File: config.mk
export PLATFORM = sky130hd
export DESIGN_NAME = ac97_cmd_init
export DESIGN_NICKNAME = d
export VERILOG_FILES = /design/src/rtl/ac97_cmd_init.sv
export SDC_FILE = /design/constraint.sdc
export NUM_CORES = 1
export LEC_CHECK = 0
export ABC_AREA = 1
export CAP_MARGIN = 15
export CORE_UTILIZATION = 55
export CTS_BUF_LIST = sky130_fd_sc_hd__clkbuf_8
export CTS_CLUSTER_DIAMETER = 120
export CTS_CLUSTER_SIZE = 30
export DETAILED_ROUTE_END_ITERATION = 10
export PLACE_DENSITY = 0.87
export SKIP_CTS_REPAIR_TIMING = 1
export SYNTH_ARGS = -nofsm -noshare
export SYNTH_HDL_FRONTEND = slang
export SYNTH_SLANG_ARGS = --single-unit
File: constraint.sdc
create_clock -name clk -period 5 [get_ports clk]
set_clock_uncertainty 0.05 [all_clocks]
set_input_delay 1 -clock clk [delete_from_list [all_inputs] [get_ports clk]]
set_output_delay 1 -clock clk [all_outputs]
set_load 0.01 [all_outputs]
File: src/rtl/ac97_cmd_init.sv
// Writes the fixed AC97 codec register table over the command slots once the codec reports ready.
// Optional AC97_VOL_TRACK_EN: entry 0 carries vol, and later vol changes are re-issued from DONE.
module ac97_cmd_init #(
  parameter int HOLD_FRAMES    = 2,
  parameter int TIMEOUT_FRAMES = 255
) (
  input  logic        clk,
  input  logic        rst,
  input  logic        audio_ready,
  input  logic        codec_ready,
  input  logic        frame_sync,
  input  logic [4:0]  vol,
  output logic        cmd_valid,
  output logic [6:0]  cmd_addr,
  output logic [15:0] cmd_data,
  output logic        busy,
  output logic        init_done,
  output logic        init_err
);

`ifdef AC97_VOL_TRACK_EN
  typedef enum logic [2:0] {IDLE, WAIT_CODEC, ISSUE, DONE, ERROR, UPDATE} state_t;
`else
  typedef enum logic [2:0] {IDLE, WAIT_CODEC, ISSUE, DONE, ERROR} state_t;
`endif

  localparam logic [3:0] HOLD = 4'(HOLD_FRAMES);
  localparam logic [7:0] TO   = 8'(TIMEOUT_FRAMES);

  state_t      state, state_nxt;
  logic [1:0]  idx, idx_nxt;
  logic [7:0]  fcnt, fcnt_nxt;
  logic [3:0]  hcnt, hcnt_nxt;
  logic        valid_nxt;
  logic [6:0]  addr_nxt;
  logic [15:0] data_nxt;
  logic [15:0] vol_word;
  logic        hold_hit;

`ifdef AC97_VOL_TRACK_EN
  logic [4:0] last_vol, last_vol_nxt;
  assign vol_word = {3'b0, vol, 3'b0, vol};
`else
  logic unused_vol;
  assign unused_vol = ^vol;
  assign vol_word   = 16'h0000;
`endif

  // Entry 0 data is supplied by the caller so the volume-tracking build can substitute vol.
  function automatic logic [22:0] entry(input logic [1:0] i, input logic [15:0] d0);
    logic [22:0] r;
    case (i)
      2'd0:    r = {7'h02, d0};
      2'd1:    r = {7'h04, 16'h0000};
      2'd2:    r = {7'h18, 16'h0808};
      default: r = {7'h2C, 16'hBB80};
    endcase
    return r;
  endfunction

  assign hold_hit = (hcnt + 4'd1) == HOLD;

  always_comb begin
    state_nxt = state;
    idx_nxt   = idx;
    fcnt_nxt  = fcnt;
    hcnt_nxt  = hcnt;
    valid_nxt = cmd_valid;
    addr_nxt  = cmd_addr;
    data_nxt  = cmd_data;
`ifdef AC97_VOL_TRACK_EN
    last_vol_nxt = last_vol;
`endif
    if (state != IDLE && !audio_ready) begin
      // Abort does not wait for a frame boundary.
      state_nxt = IDLE;
      idx_nxt   = 2'd0;
      fcnt_nxt  = 8'd0;
      hcnt_nxt  = 4'd0;
      valid_nxt = 1'b0;
      addr_nxt  = 7'h00;
      data_nxt  = 16'h0000;
    end else begin
      case (state)
        IDLE: begin
          if (audio_ready) begin
            state_nxt = WAIT_CODEC;
            fcnt_nxt  = 8'd0;
          end
        end
        WAIT_CODEC: begin
          if (frame_sync) begin
            if (codec_ready) begin
              state_nxt              = ISSUE;
              idx_nxt                = 2'd0;
              hcnt_nxt               = 4'd0;
              valid_nxt              = 1'b1;
              {addr_nxt, data_nxt}   = entry(2'd0, vol_word);
`ifdef AC97_VOL_TRACK_EN
              last_vol_nxt           = vol;
`endif
            end else if ((fcnt + 8'd1) == TO) begin
              state_nxt = ERROR;
            end else begin
              fcnt_nxt = fcnt + 8'd1;
            end
          end
        end
        ISSUE: begin
          if (frame_sync) begin
            if (hold_hit) begin
              hcnt_nxt = 4'd0;
              if (idx == 2'd3) begin
                state_nxt = DONE;
                valid_nxt = 1'b0;
              end else begin
                idx_nxt              = idx + 2'd1;
                {addr_nxt, data_nxt} = entry(idx + 2'd1, vol_word);
              end
            end else begin
              hcnt_nxt = hcnt + 4'd1;
            end
          end
        end
        DONE: begin
`ifdef AC97_VOL_TRACK_EN
          if (frame_sync && vol != last_vol) begin
            state_nxt    = UPDATE;
            hcnt_nxt     = 4'd0;
            valid_nxt    = 1'b1;
            addr_nxt     = 7'h02;
            data_nxt     = vol_word;
            last_vol_nxt = vol;
          end
`endif
        end
`ifdef AC97_VOL_TRACK_EN
        UPDATE: begin
          if (frame_sync) begin
            if (hold_hit) begin
              state_nxt = DONE;
              hcnt_nxt  = 4'd0;
              valid_nxt = 1'b0;
            end else begin
              hcnt_nxt = hcnt + 4'd1;
            end
          end
        end
`endif
        ERROR:   ;
        default: state_nxt = IDLE;
      endcase
    end
  end

  always_ff @(posedge clk) begin
    if (rst) begin
      state     <= IDLE;
      idx       <= 2'd0;
      fcnt      <= 8'd0;
      hcnt      <= 4'd0;
      cmd_valid <= 1'b0;
      cmd_addr  <= 7'h00;
      cmd_data  <= 16'h0000;
`ifdef AC97_VOL_TRACK_EN
      last_vol  <= 5'd0;
`endif
    end else begin
      state     <= state_nxt;
      idx       <= idx_nxt;
      fcnt      <= fcnt_nxt;
      hcnt      <= hcnt_nxt;
      cmd_valid <= valid_nxt;
      cmd_addr  <= addr_nxt;
      cmd_data  <= data_nxt;
`ifdef AC97_VOL_TRACK_EN
      last_vol  <= last_vol_nxt;
`endif
    end
  end

`ifdef AC97_VOL_TRACK_EN
  assign busy      = (state == WAIT_CODEC) || (state == ISSUE) || (state == UPDATE);
  assign init_done = (state == DONE) || (state == UPDATE);
`else
  assign busy      = (state == WAIT_CODEC) || (state == ISSUE);
  assign init_done = (state == DONE);
`endif
  assign init_err  = (state == ERROR);

endmodule
======== After elaboration in Yosys (flattened, before gate mapping) ========
Index checks and enable logic that the tools add are counted.
word-level totals
  register bits ........................... 41
  input port bits ......................... 10
  output and inout port bits .............. 27
  word-level logic and storage cells ...... 88
operators by class
  add/subtract/negate cells ............... 3
  equal/unequal tests ..................... 19
  multiplexer cells ....................... 43
  bitwise logic cells ..................... 1
  reductions and logical operators ........ 15
operator list
  kind                   count
  $mux W16               5
  $pmux W22 S3           1
  $mux W7                5
  $mux W8                4
  $pmux W16 S2           1
  $mux W3                7
  $ne A2 B2 Y1 const B   9
  $mux W4                4
  $pmux W8 S2            1
  $pmux W7 S2            1
  $pmux W3 S4            1
  $reduce_and A6 Y1      2
  $mux W2                5
  $add A8 B1 Y8 const B  1
  $eq A8 B8 Y1 const B   1
  $pmux W4 S2            1
  $reduce_and A7 Y1      1
  $eq A3 B2 Y1 const B   2
  $mux W1                5
  $reduce_and A5 Y1      1
  $add A4 B1 Y4 const B  1
  $eq A2 B2 Y1 const B   2
  $eq A4 B2 Y1 const B   1
  $pmux W2 S2            1
  16 further kinds       18

======== Depth between registers and ports, before layout ========
  depth after elaboration ................. 7
  gate-level depth with buffers ........... 12
  gate-level depth less buffers ........... 12

======== Least setup slack after synthesis ========
OpenSTA, ideal clock, no wires.
  kind .................................... input to register
  start ................................... input audio_ready
  end ..................................... register fcnt[4]
  library setup time ...................... 0.115 ns
  arrival time ............................ 1.785 ns
  required time ........................... 4.835 ns
  setup slack ............................. 3.051 ns
  cell stages on the path ................. 7
  buffers on the path ..................... 1
  cells stage by stage .................... nand3b_1 > o21ai_1 > nor4_4 > buf_6 > nand3_1 > nand2_1 > nor2_1
on the way
  cells in the longest elaborated chain, start to end .. 3
  elaborated cells on any way between the ends .. 5
  classes of those cells .................. 1 x eq/ne; 4 x reduce/logical
RTL lines
  element                                                    RTL line  text
  from (decl)                                                9         input logic audio_ready,
  branches (longest 3 deep; another with $reduce_and A5 Y1)  n/a
  to (signal assigned)                                       171       fcnt <= fcnt_nxt;
  to (decl)                                                  32        logic [7:0] fcnt, fcnt_nxt;
Parallel ways; which one is timed is not known.
A chain may end at the register's enable or synchronous reset.

======== Final worst setup path ========
  start ................................... register state[0]
  end ..................................... output busy
on the way
  cells in the longest elaborated chain, start to end .. 2
  elaborated cells on any way between the ends .. 3
  classes of those cells .................. 2 x eq/ne; 1 x reduce/logical
RTL lines
  element                                              RTL line  text
  from (decl)                                          30        state_t state, state_nxt;
  from (signal assigned)                               169       state <= state_nxt;
  $eq A3 B1 Y1 / $eq A3 B2 Y1 (equally long branches)  186       assign busy = (state == WAIT_CODEC) || (state == ISSUE);
  $logic_or A1 B1 Y1 (*)                               186
  to (decl)                                            16        output logic busy,
Every way passes the cells marked *; elsewhere a longest branch is shown, timed or not.

==> impl_summary.md <==
Job
Across the run, the number of max-cap violations was 0.

Routing
The number of remaining DRC errors is 0. The total length of routed wires is ~3100 um. Using the TritonRoute via totals, the vias-per-cell ratio works out to 5.22. The detailed router's first-iteration violation count is 47.

The number of antenna-violating nets in the routed design is 0. The overall via count from detail_route is 1,471. The number of detailed-route iterations in the first pass is 4. Dividing the detail-routed wire length by the instance count gives 10.9 um.

STA
In the final timing run, aggregate negative setup slack is 0 ns. The final period demand of the worst path is around 2.7 ns. The number of max-slew violations in the final report came to 0. The fraction of the cycle the final worst path needs is a little over half.

Setup violations remaining at the end of the flow were counted as 0. The maximum operating frequency is approximately 0.36 GHz. The worst hold slack is slightly above 0.4 ns.

The slew at the pin with the worst max-slew slack is 0.780 ns. Setup slack closes at about 2.3 ns. The hold violation total from the final report came to 0. In this run the tightest slew margin relative to its limit is 47.6%. Setup repair after global routing left no endpoint under its margin.

Clock network
The TritonCTS clock tree is done. No sink is reached through more buffers than the 2 on the longest clock path. The TritonCTS sink count is 21. In this run the number of H-tree levels came out at 1. The later-pin clock latency in the skew report is approximately 0.27 ns. Clock tree synthesis inserted a total of 3 buffers. The library cell used as clock root buffer is sky130_fd_sc_hd__clkbuf_8. The register clock-pin slew on the reported worst setup and hold paths is approximately 0.080 ns.

Worst setup path
At the worst endpoint, the required time is roughly 4.0 ns. The data arrival at the endpoint of the critical path is 1.69 ns. For this run, the slowest stage of the critical path takes about 0.54 ns.

Along the worst path, the maximum fanout reaches 6. By startpoint and endpoint, the worst setup path is classified as reg2out. The worst setup path is launched from a flip-flop. The critical path goes through nor2_1, nand2_2, nand2_1, clkdlybuf4s50_1. STA classifies the critical path endpoint as an output pin. The slowest stage of the critical path belongs to the cell sky130_fd_sc_hd__clkdlybuf4s50_1.

Synth
The cell area that synthesis handed to floorplanning was roughly 0.0016 mm2. Counting distinct cell types in the post-synthesis netlist gives 29. Of the post-synthesis cell area, the dominant cell type holds between 20% and 30%. The average cell area after synthesis is about 6.6 um2. Sorting the synthesized cells by area gives the leading types as sky130_fd_sc_hd__dfxtp_1 27%, sky130_fd_sc_hd__nand2_1 13%, sky130_fd_sc_hd__buf_4 8.6%. The synthesized design contains 21 register bits. The cell count after synthesis came out at about 240. The count of synthesis-stage warnings from yosys is 0.

The sequential fraction of the synthesis area is between 20% and 30%. The largest total area in the synthesized netlist belongs to sky130_fd_sc_hd__dfxtp_1.

Finish
0 antenna diodes ended up in the layout. The final net count is 270. Compared with the post-synthesis result, the final layout area differs by 10.8%. Cells fill 63.8% of the core in the end.

The share of post-route cells with drive strength above 1 is roughly 11%.

GRT
In the global route stage, met1 resource usage came out at approximately 24%. For this run, global-route usage on met2 was measured as between 30% and 40%. The global routing usage on met3 is under 10%.

The number of antenna violations at the first check in global routing was 0. The layer flagged by global routing as most heavily used is met2. The leftover overflow at the end of global routing is 0. In the global route stage, overall resource usage came out at between 20% and 30%.

The number of global-route vias before repair is 1,267. The global-route wire length before repair is 5220 um. Entering global routing, the biggest net connects 17 pins.

Die
The initial utilization of the core area, before any placement, comes to between 50% and 60%. The overall die height is roughly 55 um. The core region is between 0.002 and 0.003 mm2. In this run the horizontal extent of the chip is 55.5 um. The die covers around 0.0031 mm2. Pin placement for this block handled 37 I/O pins.

The number of core rows is 19.

Place
The number of port buffers is 21. Summed over all nets, the half-perimeter wirelength after detailed placement is ~2200 um. The placer congestion estimate is about 0.85. Prior to clock tree synthesis, the placed netlist has a worst setup slack of about 2.2 ns.

Pwr
Summed over all cells, the static leakage comes to about 0.00076 uW. The highest ir drop seen on vdd is between 0.0003 and 0.0004 V. In this run the power density over the cells is 521 mW/mm2. The post-route total power is a little over 900 uW.

Status
The run finished with clean final reports.

Hold path
The class of the worst hold path is reg2reg.
layer usage:
layer  up-vias  routed length [um]
met4         0                  41
met2        36                1540
met5         -                   0
met3         4                 133
li1        763                   -
met1       668                1370
report_power, final:
part | switching [uW] | internal, uW
sequential | 66.2 | 217
clock | 60.7 | 55.7
combinational | 309 | 199
synthesized netlist by cell type:
master / instances
sky130_fd_sc_hd__a21oi_2: 1
sky130_fd_sc_hd__nor3_1: 1
sky130_fd_sc_hd__o21bai_2: 1
sky130_fd_sc_hd__buf_2: 1
sky130_fd_sc_hd__nand3_1: 27
sky130_fd_sc_hd__ha_1: 8
sky130_fd_sc_hd__o21ai_0: 1
sky130_fd_sc_hd__o21ai_1: 3
sky130_fd_sc_hd__nand3b_1: 1
sky130_fd_sc_hd__nand2_1: 54
sky130_fd_sc_hd__a21oi_1: 20
sky130_fd_sc_hd__inv_2: 7
sky130_fd_sc_hd__a211oi_1: 1
sky130_fd_sc_hd__buf_6: 2
sky130_fd_sc_hd__nand3_2: 2
sky130_fd_sc_hd__inv_1: 23
sky130_fd_sc_hd__dfxtp_1: 21
sky130_fd_sc_hd__nand4_1: 4
sky130_fd_sc_hd__nand3_4: 2
sky130_fd_sc_hd__nor2_2: 4
sky130_fd_sc_hd__nor4_4: 1
sky130_fd_sc_hd__nor2_4: 1
sky130_fd_sc_hd__nand2_2: 3
sky130_fd_sc_hd__conb_1: 1
sky130_fd_sc_hd__clkbuf_1: 1
sky130_fd_sc_hd__or2_2: 1
sky130_fd_sc_hd__o21bai_1: 1
sky130_fd_sc_hd__nor2_1: 27
sky130_fd_sc_hd__buf_4: 18
path summary, 6_finish.rpt:
check / endpoint / start / cells after the start / slack, ns
max: busy / state[0]$_SDFFE_PP0P_ / 4 / 2.26
min: cmd_valid$_SDFFE_PP0P_ / cmd_valid$_SDFFE_PP0P_ / 2 / 0.41
max reg2reg: fcnt[3]$_SDFFE_PP0P_ / state[1]$_SDFFE_PP0P_ / 7 / 3.10
min reg2reg: cmd_valid$_SDFFE_PP0P_ / cmd_valid$_SDFFE_PP0P_ / 2 / 0.41
cell families (layout without fill, tap and decap cells):
kind of cell	after synthesis	in the layout	share of synthesized area (%)
compound gates	28	28	9.86
other cells	1	10	0.238
fa+ha+maj	8	8	6.36
buf+inv	52	56	17.7
simple gates	128	128	39.1
flops	21	21	26.7
cell usage in the layout (no fill, tap or decap), types with 7 or more instances in the layout:
cell type and instances:
sky130_fd_sc_hd__nand2_1 54, sky130_fd_sc_hd__dfxtp_1 21, sky130_fd_sc_hd__a21oi_1 20, sky130_fd_sc_hd__ha_1 8
sky130_fd_sc_hd__conb_1 10, sky130_fd_sc_hd__nor2_1 27, sky130_fd_sc_hd__inv_1 23, sky130_fd_sc_hd__inv_2 7
sky130_fd_sc_hd__clkdlybuf4s50_1 21, sky130_fd_sc_hd__nand3_1 27
per-stage QoR:
step           instance area [um2]  instances
2_1_floorplan                 1610        247
3_3_place_gp                  1700        278
3_5_place_dp                  1700        278
4_1_cts                       1740        282
5_1_grt                       1740        282
6_report                      1740        282
registers in the layout, summed over array words and instances, names as in the netlist:
register and cells:
state 3, cmd_valid 1, cmd_addr 3, hcnt 4, idx 1, fcnt 8
cmd_data 1
critical path, delay by kind of cell, from the launching register on:
family,cells,cell delay (ns)
flops,1,0.36
buf+inv,1,0.54
simple gates,3,0.52
area by class of cell:
type                    instances  area (um2)
clock buffers                   3        41.3
clock inverters                 1        5.00
fillers                       247         991
inverters                      30         113
multi-input cells             174         907
flip-flops and latches         21         420
well taps                      31        38.8
repair buffers                 22         218
No activity file was read; power rests on OpenSTA's default activity.
